$ cat config.mk
export PLATFORM = sky130hd
export DESIGN_NAME = alu32
export DESIGN_NICKNAME = d
export VERILOG_FILES = /design/src/rtl/alu32_pkg.sv /design/src/rtl/alu32_shifter.sv /design/src/rtl/alu32.sv
export SDC_FILE = /design/constraint.sdc
export NUM_CORES = 1
export LEC_CHECK = 0
export ABC_AREA = 1
export BUFFER_PORTS_ARGS = -buffer_cell sky130_fd_sc_hd__buf_2
export CORE_ASPECT_RATIO = 0.7
export CORE_MARGIN = 1.5
export CORE_UTILIZATION = 45
export DETAILED_ROUTE_END_ITERATION = 8
export MAX_ROUTING_LAYER = met4
export SLEW_MARGIN = 20
export SYNTH_ARGS = -nofsm -noshare
export SYNTH_HDL_FRONTEND = slang
export SYNTH_SLANG_ARGS = --single-unit
$ cat constraint.sdc
create_clock -name clk -period 0.8 [get_ports clk]
set_clock_uncertainty 0.2 [all_clocks]
set_input_delay 0.12 -clock clk [delete_from_list [all_inputs] [get_ports clk]]
set_output_delay 0.12 -clock clk [all_outputs]
set_load 0.03 [all_outputs]
$ cat src/rtl/alu32_pkg.sv
// Shared definitions for the alu32 slice: widths, opcode encoding and helpers.
package alu32_pkg;

    localparam int unsigned DATA_W  = 32;
    localparam int unsigned SHAMT_W = 5;

    typedef enum logic [3:0] {
        OP_ADD = 4'h0,
        OP_SUB = 4'h1,
        OP_MUL = 4'h2,
        OP_DIV = 4'h3,
        OP_AND = 4'h4,
        OP_OR  = 4'h5,
        OP_XOR = 4'h6,
        OP_NOT = 4'h7,
        OP_SHR = 4'h8,
        OP_SHL = 4'h9,
        OP_EQ  = 4'hA,
        OP_NEQ = 4'hB,
        OP_GT  = 4'hC,
        OP_LT  = 4'hD
    } op_e;

    // Compare results are a full-width word holding 0 or 1.
    function automatic logic [DATA_W-1:0] bool_word(input logic b);
        return {{(DATA_W-1){1'b0}}, b};
    endfunction

endpackage

$ cat src/rtl/alu32_shifter.sv
// Logical left/right barrel shift of a data word by a 5-bit amount.
module alu32_shifter
    import alu32_pkg::*;
(
    input  logic [DATA_W-1:0]  data,
    input  logic [SHAMT_W-1:0] shamt,
    input  logic               shl,
    output logic [DATA_W-1:0]  result
);

    always_comb begin
        result = '0;
        if (shl) begin
            result = data << shamt;
        end else begin
            result = data >> shamt;
        end
    end

endmodule

$ cat src/rtl/alu32.sv
// Single-cycle registered 32-bit ALU. MUL/DIV hardware is present only when
// the macro ALU_MULDIV_EN is defined; otherwise those opcodes return zero.
module alu32
    import alu32_pkg::*;
(
    input  logic              clk,
    input  logic              rst_n,
    input  logic [DATA_W-1:0] X,
    input  logic [DATA_W-1:0] Y,
    input  logic [3:0]        sel,
    output logic [DATA_W-1:0] alu_out,
    output logic              carry_out,
    output logic              borrow_out
);

    logic [DATA_W:0]   sum;
    logic [DATA_W-1:0] shift_res;
    logic [DATA_W-1:0] res_d;
    logic              carry_d;
    logic              borrow_d;

    assign sum = {1'b0, X} + {1'b0, Y};

    alu32_shifter u_shifter (
        .data   (X),
        .shamt  (Y[SHAMT_W-1:0]),
        .shl    (sel == OP_SHL),
        .result (shift_res)
    );

    // Unlisted and X/Z opcodes match no case item and fall to the zero default.
    always_comb begin
        res_d    = '0;
        carry_d  = 1'b0;
        borrow_d = 1'b0;
        case (sel)
            OP_ADD: begin
                res_d   = sum[DATA_W-1:0];
                carry_d = sum[DATA_W];
            end
            OP_SUB: begin
                res_d    = X - Y;
                borrow_d = (X < Y);
            end
`ifdef ALU_MULDIV_EN
            OP_MUL: res_d = X * Y;
            OP_DIV: res_d = (Y == '0) ? '1 : (X / Y);
`endif
            OP_AND: res_d = X & Y;
            OP_OR:  res_d = X | Y;
            OP_XOR: res_d = X ^ Y;
            OP_NOT: res_d = ~X;
            OP_SHR: res_d = shift_res;
            OP_SHL: res_d = shift_res;
            OP_EQ:  res_d = bool_word(X == Y);
            OP_NEQ: res_d = bool_word(X != Y);
            OP_GT:  res_d = bool_word(X > Y);
            OP_LT:  res_d = bool_word(X < Y);
            default: begin
                res_d    = '0;
                carry_d  = 1'b0;
                borrow_d = 1'b0;
            end
        endcase
    end

    always_ff @(posedge clk or negedge rst_n) begin
        if (!rst_n) begin
            alu_out    <= '0;
            carry_out  <= 1'b0;
            borrow_out <= 1'b0;
        end else begin
            alu_out    <= res_d;
            carry_out  <= carry_d;
            borrow_out <= borrow_d;
        end
    end

endmodule

==> results of run 1 <==
==> per-layer routing <==
metal  GRT usage [%]  GRT overflow
met1            76.1             0
met2            81.5             1
met3            44.5             0
met4            44.2             1
met5               -             -
==> synthesized netlist by cell type (2+ instances only) <==
| master | instances | area share (%) |
|---|---|---|
| nor2_8 | 3 | 0.55 |
| o221ai_1 | 6 | 0.49 |
| o21ai_1 | 2 | 0.092 |
| nor2_2 | 3 | 0.17 |
| o2111ai_1 | 5 | 0.40 |
| o22ai_1 | 21 | 1.2 |
| buf_1 | 7 | 0.24 |
| o211ai_1 | 9 | 0.62 |
| inv_1 | 291 | 10 |
| nand4_1 | 34 | 2.0 |
| nor3_1 | 12 | 0.55 |
| o21bai_1 | 8 | 0.55 |
| nand2_1 | 614 | 21 |
| xor2_1 | 2 | 0.16 |
| buf_4 | 12 | 0.83 |
| dfrtp_1 | 34 | 7.9 |
| clkbuf_2 | 4 | 0.18 |
| a21boi_0 | 2 | 0.14 |
| a31oi_1 | 5 | 0.29 |
| a221oi_1 | 9 | 0.73 |
| mux2i_1 | 6 | 0.55 |
| nor2_1 | 138 | 4.8 |
| ha_1 | 103 | 12 |
| inv_2 | 8 | 0.28 |
| clkbuf_1 | 19 | 0.66 |
| nand3_1 | 490 | 23 |
| buf_2 | 46 | 2.1 |
| nand2_2 | 3 | 0.17 |
| and2_1 | 19 | 1.1 |
| buf_6 | 5 | 0.52 |
| nand3b_1 | 2 | 0.14 |
| nor2_4 | 2 | 0.21 |
| o21ai_0 | 46 | 2.1 |
| inv_4 | 2 | 0.12 |
| a21oi_1 | 73 | 3.4 |
| fa_1 | 2 | 0.37 |
==> what timing repair did <==
item                                    in CTS
hold buffers                                 1
gates resized for setup                    686
gates cloned                                 3
pin swaps                                  154
endpoints found under the hold margin       34
setup buffers                               31
endpoints found under the setup margin      68
==> through the flow <==
stage / setup WS (ns) / hold WS, ns / cell area, um^2 / instances / util, %
after floorplan: -1.17 / -0.376 / 11000 / 2054 / -
after global placement: -1.60 / -0.0897 / 15000 / 2836 / 63.4
after detailed placement: -1.65 / -0.0832 / 15000 / 2836 / 63.4
after CTS: -0.902 / 0.0713 / 17800 / 2878 / 75.1
==> logic make-up after synthesis <==
family                   share of synthesized area, %
AND/OR/NAND/NOR                                  53.8
AO/OA/AOI/OAI                                    10.3
adder cells (fa/ha/maj)                          12.3
flip-flops                                       7.86
multiplexers                                    0.555
buffers and inverters                            15.1
XOR/XNOR                                        0.162
==> flow_summary.yaml, run 1 <==
die:
  die_w_um: 188
  ios: 104
  initial_core_util_pct: 45.8
  die_height_um: 133
  rows: 47
place:
  gp_congestion: 1.09
  io_buffer_count: 103
  dpl.hpwl_um: 47900
yosys:
  netlist_instances: 2054
  ys_seq_elements: 34
  ys_seq_area_share_pct: 7.86
  synth_fp_nets: 2229
  synth-edff-count: 0
  synth_area_um2: 10800
  avgSynthCellArea_um2: 5.27
  synthFlopType: "dfrtp_1"
  yosysWarnings: 0
  synthArstFlopShare_pct: 100
  synth_cell_types: 43
global_route:
  grt_remaining_overflow: 2
  antenna_found_initial: 10
  track_usage_pct: 66.5
  grt_max_degree: 56
status:
  stop_stage: "5_1_grt"
  status: "did not finish"
  error: "[ERROR GRT-0232] Routing congestion too high. Check the congestion heatmap in the GUI."
clocking:
  cts-htree-levels: 2
  root_buffer: "clkbuf_16"
  clockBufferDepth: 2
  numCtsBuffers: 5
  cts.sinks: 34
timing:
  postGrtWorstEndpoint: "alu_out[26]$_DFF_PN0_/D"
  worstEpCategory: "register data pin"
==> run 2, diff against run 1 <==
Settings changed: CORE_ASPECT_RATIO 0.7 to unset, CORE_UTILIZATION 45 to 30, MAX_ROUTING_LAYER met4 to unset, PLACE_DENSITY_LB_ADDON set to 0.15.
==> run 2 against run 1 <==
Net effect:
- area after synthesis stayed put
- synthesized cell count stayed put
- the flow now finishes, with violations (setup timing)
==> flow_summary.yaml, run 2 <==
place:
  dp_slack_ns: -1.72
  dp.cells: 2994
  gp_congestion: 0.977
  dpl.hpwl_um: 49900
  io_buffer_count: 103
worst_setup_path:
  cp_max_fo: 3
  cp-start-kind: "input port"
  path_cells: "buf_8, inv_6, buf_6, fa_2, inv_4, nand2_4, nand2_4, nand3_4, nand2_4, nand2_4, nand2_4, nand2_1, nand3_1, nand4_1"
  path_buf_inv: 4
  worst_ep_required_time_ns: 0.72
  path_delay_family: "simple AND/OR/NAND/NOR gates"
  cp.arrival_ns: 1.70
  cp-startpoint: "X[1]"
  slowest_stage: "fa_2"
  worst_path_most_repeated_cell: "nand2_4"
  slowest_delay_ns: 0.42
  worstSetupPathType: "in2reg"
  setup.worst_path.end_class: "flop"
timing:
  layout_min_cycle_time_ns: 1.77
  setup_violations: 68
  fin_setup_tns_ns: -42.74
  tightest_slew_ns: 0.667
  hold_ws_ns: 0.0631
  timing.final.ws_setup_ns: -0.973
  finalHoldViolCount: 0
  rsz0062_at_grt: "true"
  slew_headroom_pct: 55.5
  period_share_pct: 222
  max_freq_mhz: 564
  maxSlewViolCount: 0
final_layout:
  utilization_pct: 57.2
  drive_gt1_share_pct: 52.4
  nets: 2788
  final_common_cell: "buf_4"
  n_fill_cell: 3479
  reg_top3: "alu_out x32, borrow_out x1, carry_out x1"
  regArea_um2: 852
  largest_reg_flops: 32
  largest_register: "alu_out"
  diodes: 0
  syn_to_final_growth_pct: 88.1
  layout_common_cells: "buf_4, nand2_1, nand3_1"
  final_cells: 3075
  multiInputGateArea_um2: 11600
status:
  violations: "setup timing"
  status: "finished with violations"
clocking:
  root_buffer: "clkbuf_16"
  cts.sinks: 34
  cts-htree-levels: 2
  numCtsBuffers: 5
  clockBufferDepth: 2
  path_clk_slew_ns: 0.06
  cts_tree: "done"
worst_hold_path:
  min_from: "X[2]"
  hold-path-endpoint: "alu_out[2]"
  hold_depth: 4
  hold_class: "in2reg"
pwr:
  powerDensity_nw_per_um2: 914
  p_leak_nw: 10.4
  ir_worst_vdd_mv: 0.786
die:
  core_um2: 35600
  die_w_um: 193
  ios: 104
  dieArea_um2: 37200
  rows: 69
  die_height_um: 193
  initial_core_util_pct: 30.4
yosys:
  synthSimpleGateAreaFrac_pct: 53.8
  synth_top_area_share_pct: 22.7
  synth_top_cell_by_area: "nand3_1"
  netlist_instances: 2054
  ys_seq_elements: 34
  synth.area.top_cells: "nand3_1, nand2_1, ha_1"
  ys_seq_area_share_pct: 7.86
  synthAdderAreaFrac_pct: 12.3
  synth_cell_types: 43
  synth_fp_nets: 2229
  synth-edff-count: 0
  synthTopCellsByCount: "nand2_1, nand3_1, inv_1"
  synth_compound_area_share_pct: 10.3
  synth_area_um2: 10800
  synth_xor_area_share_pct: 0.162
  yosysWarnings: 0
  synthMuxAreaShare_pct: 0.555
  synthArstFlopShare_pct: 100
  yosysMostFrequentCell: "nand2_1"
  synthFlopType: "dfrtp_1"
  avgSynthCellArea_um2: 5.27
  synth_top_family_by_area: "simple AND/OR/NAND/NOR gates"
route:
  vias: 16555
  drt_iter0_markers: 1695
  drt_wl_total_um: 65200
  drc: 0
  wl_per_cell_um: 21.2
  antenna_left: 0
  first_pass_iters: 6
  via_per_inst: 5.38
run:
  maxCapViolCount: 0
global_route:
  grt_remaining_overflow: 0
  track_usage_pct: 33.6
  antenna_found_initial: 1
  grt_pass1_vias: 15294
  grt_max_degree: 57
  grt_pass1_wl_um: 93000
[run 2: cell counts after synthesis]
No cell type changed its count.
[run 2: worst max path at each step]
stage | to | depth (start not counted)
2_1_floorplan | alu_out[28] | 17
3_3_place_gp | alu_out[10] | 14
3_5_place_dp | alu_out[10] | 14
4_1_cts | alu_out[10] | 13
5_1_grt | alu_out[30] | 14
6_report | alu_out[12] | 14
[run 2: cell families after synthesis]
logic type,after synthesis
flops,34
fa+ha+maj,105
simple gates,1323
compound gates,189
xor+xnor,2
mux,6
buf+inv,395
[run 2: stage by stage]
| stage | area, um^2 | total power [W] |
|---|---|---|
| floorplan | 11000 | 0.00707 |
| global placement | 15300 | 0.0120 |
| detailed placement | 15300 | 0.0120 |
| CTS | 18300 | 0.0167 |
| global route | 20400 | 0.0195 |
| finish | 20400 | 0.0186 |
[run 2: metal layers]
| layer | global-route usage [%] | up-vias | routed length, um |
|---|---|---|---|
| li1 | - | 7854 | - |
| met1 | 47.2 | 7720 | 28700 |
| met2 | 53.1 | 846 | 28600 |
| met3 | 3.31 | 135 | 5060 |
| met4 | 12.3 | 0 | 2840 |
| met5 | 0 | - | 0 |
[run 2: layout make-up]
type	count	share of cell area (%)
sequential	34	4.19
clock buffer	7	0.701
tap	461	2.83
inverter	302	6.12
timing repair buffer	645	29.3
multi-input combinational	1625	56.8
clock inverter	1	0.0246
[run 2: worst min-delay path, delay by kind of cell]
kind | cells | cell delay [ns]
compound gates | 1 | 0.07
fa+ha+maj | 1 | 0.19
buf+inv | 1 | 0.09
simple gates | 1 | 0.06
[run 2: power breakdown]
part	internal [W]	total, W	leakage (nW)	switching (W)
clock	0.00125	0.00232	0.0739	0.00107
sequential	0.00191	0.00207	0.445	0.000165
combinational	0.00618	0.0142	9.87	0.00803
total	0.00933	0.0186	10.4	0.00927
[run 2: repair_timing]
action,in CTS,in global routing
resized for setup,733,443
hold buffers,1,0
endpoints found under the setup margin,68,68
hold endpoints to repair,34,0
cloned,6,4
setup buffers,36,31
pin swaps,167,205
No activity file was read; power rests on OpenSTA's default activity.
==> run 3, diff against run 2 <==
Settings changed: PLACE_DENSITY set to 0.55, PLACE_DENSITY_LB_ADDON 0.15 to unset, REMOVE_ABC_BUFFERS set to 1.
==> run 3 against run 2 <==
Net effect:
- the flow still finishes with violations (setup timing)
- non-clock buffer count rose by 19
- design area rose by 0.59%
- final cell count rose by 0.62%
==> flow_summary.yaml, run 3 (same netlist as run 2, synthesis figures left out) <==
status:
  status: "finished with violations"
  violations: "setup timing"
place:
  dp_slack_ns: -1.57
  dp.cells: 2983
  io_buffer_count: 103
  dpl.hpwl_um: 48100
  gp_congestion: 1.04
final_layout:
  largest_register: "alu_out"
  final_cells: 3094
  syn_to_final_growth_pct: 89.2
  final_common_cell: "buf_4"
  diodes: 0
  largest_reg_flops: 32
  n_fill_cell: 3282
  reg_top3: "alu_out x32, borrow_out x1, carry_out x1"
  drive_gt1_share_pct: 53.7
  layout_common_cells: "buf_4, nand2_1, nand3_1"
  nets: 2807
worst_setup_path:
  worstSetupPathType: "in2reg"
  path_cells: "buf_6, inv_4, buf_4, fa_2, inv_2, buf_6, nand2_2, nand3b_1, o21ai_0, nand2_1, nand2_1, nor2_1, buf_4, nand2_1"
  worst_ep_required_time_ns: 0.81
  slowest_stage: "fa_2"
  cp_max_fo: 5
  worst_path_most_repeated_cell: "nand2_1"
  cp-start-kind: "input port"
  setup.worst_path.end_class: "flop"
  slowest_delay_ns: 0.39
  cp.arrival_ns: 1.85
pwr:
  powerDensity_nw_per_um2: 945
  p_leak_nw: 10.4
  p_int_w: 0.0100
  seq_power_share_pct: 10.7
  power.switching_w: 0.00930
  netSwitchingFraction_pct: 48.1
  combPwrFrac_pct: 74.6
  clockPowerShare_pct: 14.7
  ir_worst_vdd_mv: 1.05
die:
  ios: 104
  rows: 69
  initial_core_util_pct: 30.4
  die_w_um: 193
  dieArea_um2: 37200
  die_height_um: 193
  core_um2: 35600
timing:
  max_freq_mhz: 545
  setup_violations: 68
  period_share_pct: 230
  rsz0062_at_grt: "true"
  slew_headroom_pct: 59.5
  finalHoldViolCount: 0
  tightest_slew_ns: 0.606
  maxSlewViolCount: 0
  timing.final.ws_setup_ns: -1.04
  layout_min_cycle_time_ns: 1.84
route:
  antenna_left: 0
  drt_iter0_markers: 1801
  drt_wl_total_um: 64300
  drc: 0
  via_per_inst: 5.48
  first_pass_iters: 5
  vias: 16957
  wl_per_cell_um: 20.8
clocking:
  numCtsBuffers: 5
  root_buffer: "clkbuf_16"
  cts.sinks: 34
  clockBufferDepth: 2
  path_clk_slew_ns: 0.07
  cts_tree: "done"
  cts-htree-levels: 2
worst_hold_path:
  hold_class: "in2reg"
  hold_depth: 5
global_route:
  track_usage_pct: 32.4
  grt_max_degree: 68
  grt_remaining_overflow: 0
  grt_pass1_wl_um: 90600
  grt_pass1_vias: 15788
  antenna_found_initial: 0
run:
  maxCapViolCount: 0
[run 3: critical path: cells and delay by family]
family / cells / cell delay [ns]
AOI/OAI and AO/OA: 1 / 0.15
adders and majority gates: 1 / 0.39
buffers and inverters: 6 / 0.60
and+or+nand+nor: 6 / 0.59
[run 3: final timing paths]
check	endpoint	start	slack, ns
max	alu_out[6]	Y[1]	-1.04
min	alu_out[1]	Y[1]	0.09
max in group asynchronous	alu_out[16]	rst_n	0.04
min in group asynchronous	alu_out[11]	rst_n	0.18
[run 3: area by class of cell]
cell class                      count  area (um^2)  area share [%]
Tap cell                          461          577            2.82
Clock buffer                        5          125           0.611
Timing Repair Buffer              664         6120            29.9
Clock inverter                      3         68.8           0.336
Inverter                          302         1260            6.17
Multi-Input combinational cell   1625        11500            56.0
Sequential cell                    34          852            4.16
[run 3: power by group through the flow]
stage / logic [W] / clock network (W) / registers (W)
2_1_floorplan: 0.00428 / 0 / 0.00238
3_3_place_gp: 0.00969 / 0 / 0.00205
3_5_place_dp: 0.00974 / 0 / 0.00205
4_1_cts: 0.0123 / 0.00289 / 0.00206
5_1_grt: 0.0152 / 0.00293 / 0.00208
6_report: 0.0144 / 0.00284 / 0.00207
[run 3: what timing repair did]
item | CTS | global route
pin swaps | 138 | 211
buffers inserted | 57 | 42
endpoints found under the setup margin | 68 | 73
hold buffers | 1 | 0
resized for setup | 733 | 499
hold endpoints to repair | 34 | 0
cloned | 3 | 6
[run 3: through the flow]
stage               cell area (um^2)  hold slack, ns  util [%]  total power, W  setup TNS (ns)
floorplan                      10300          -0.376         -         0.00666          -63.19
global placement               15100         -0.0769      42.4          0.0117          -52.27
detailed placement             15100         -0.0756      42.4          0.0118          -52.82
CTS                            18300          0.0890      51.3          0.0172          -42.48
global route                   20500           0.121      57.6          0.0203          -46.00
finish                         20500          0.0944      57.6          0.0194          -43.36
[run 3: per-layer routing]
layer	global-route usage, %	up-vias	wire length [um]
li1	-	7890	-
met1	42.6	7985	26300
met2	54.0	871	29800
met3	2.90	211	4670
met4	14.0	0	3500
met5	0	-	0
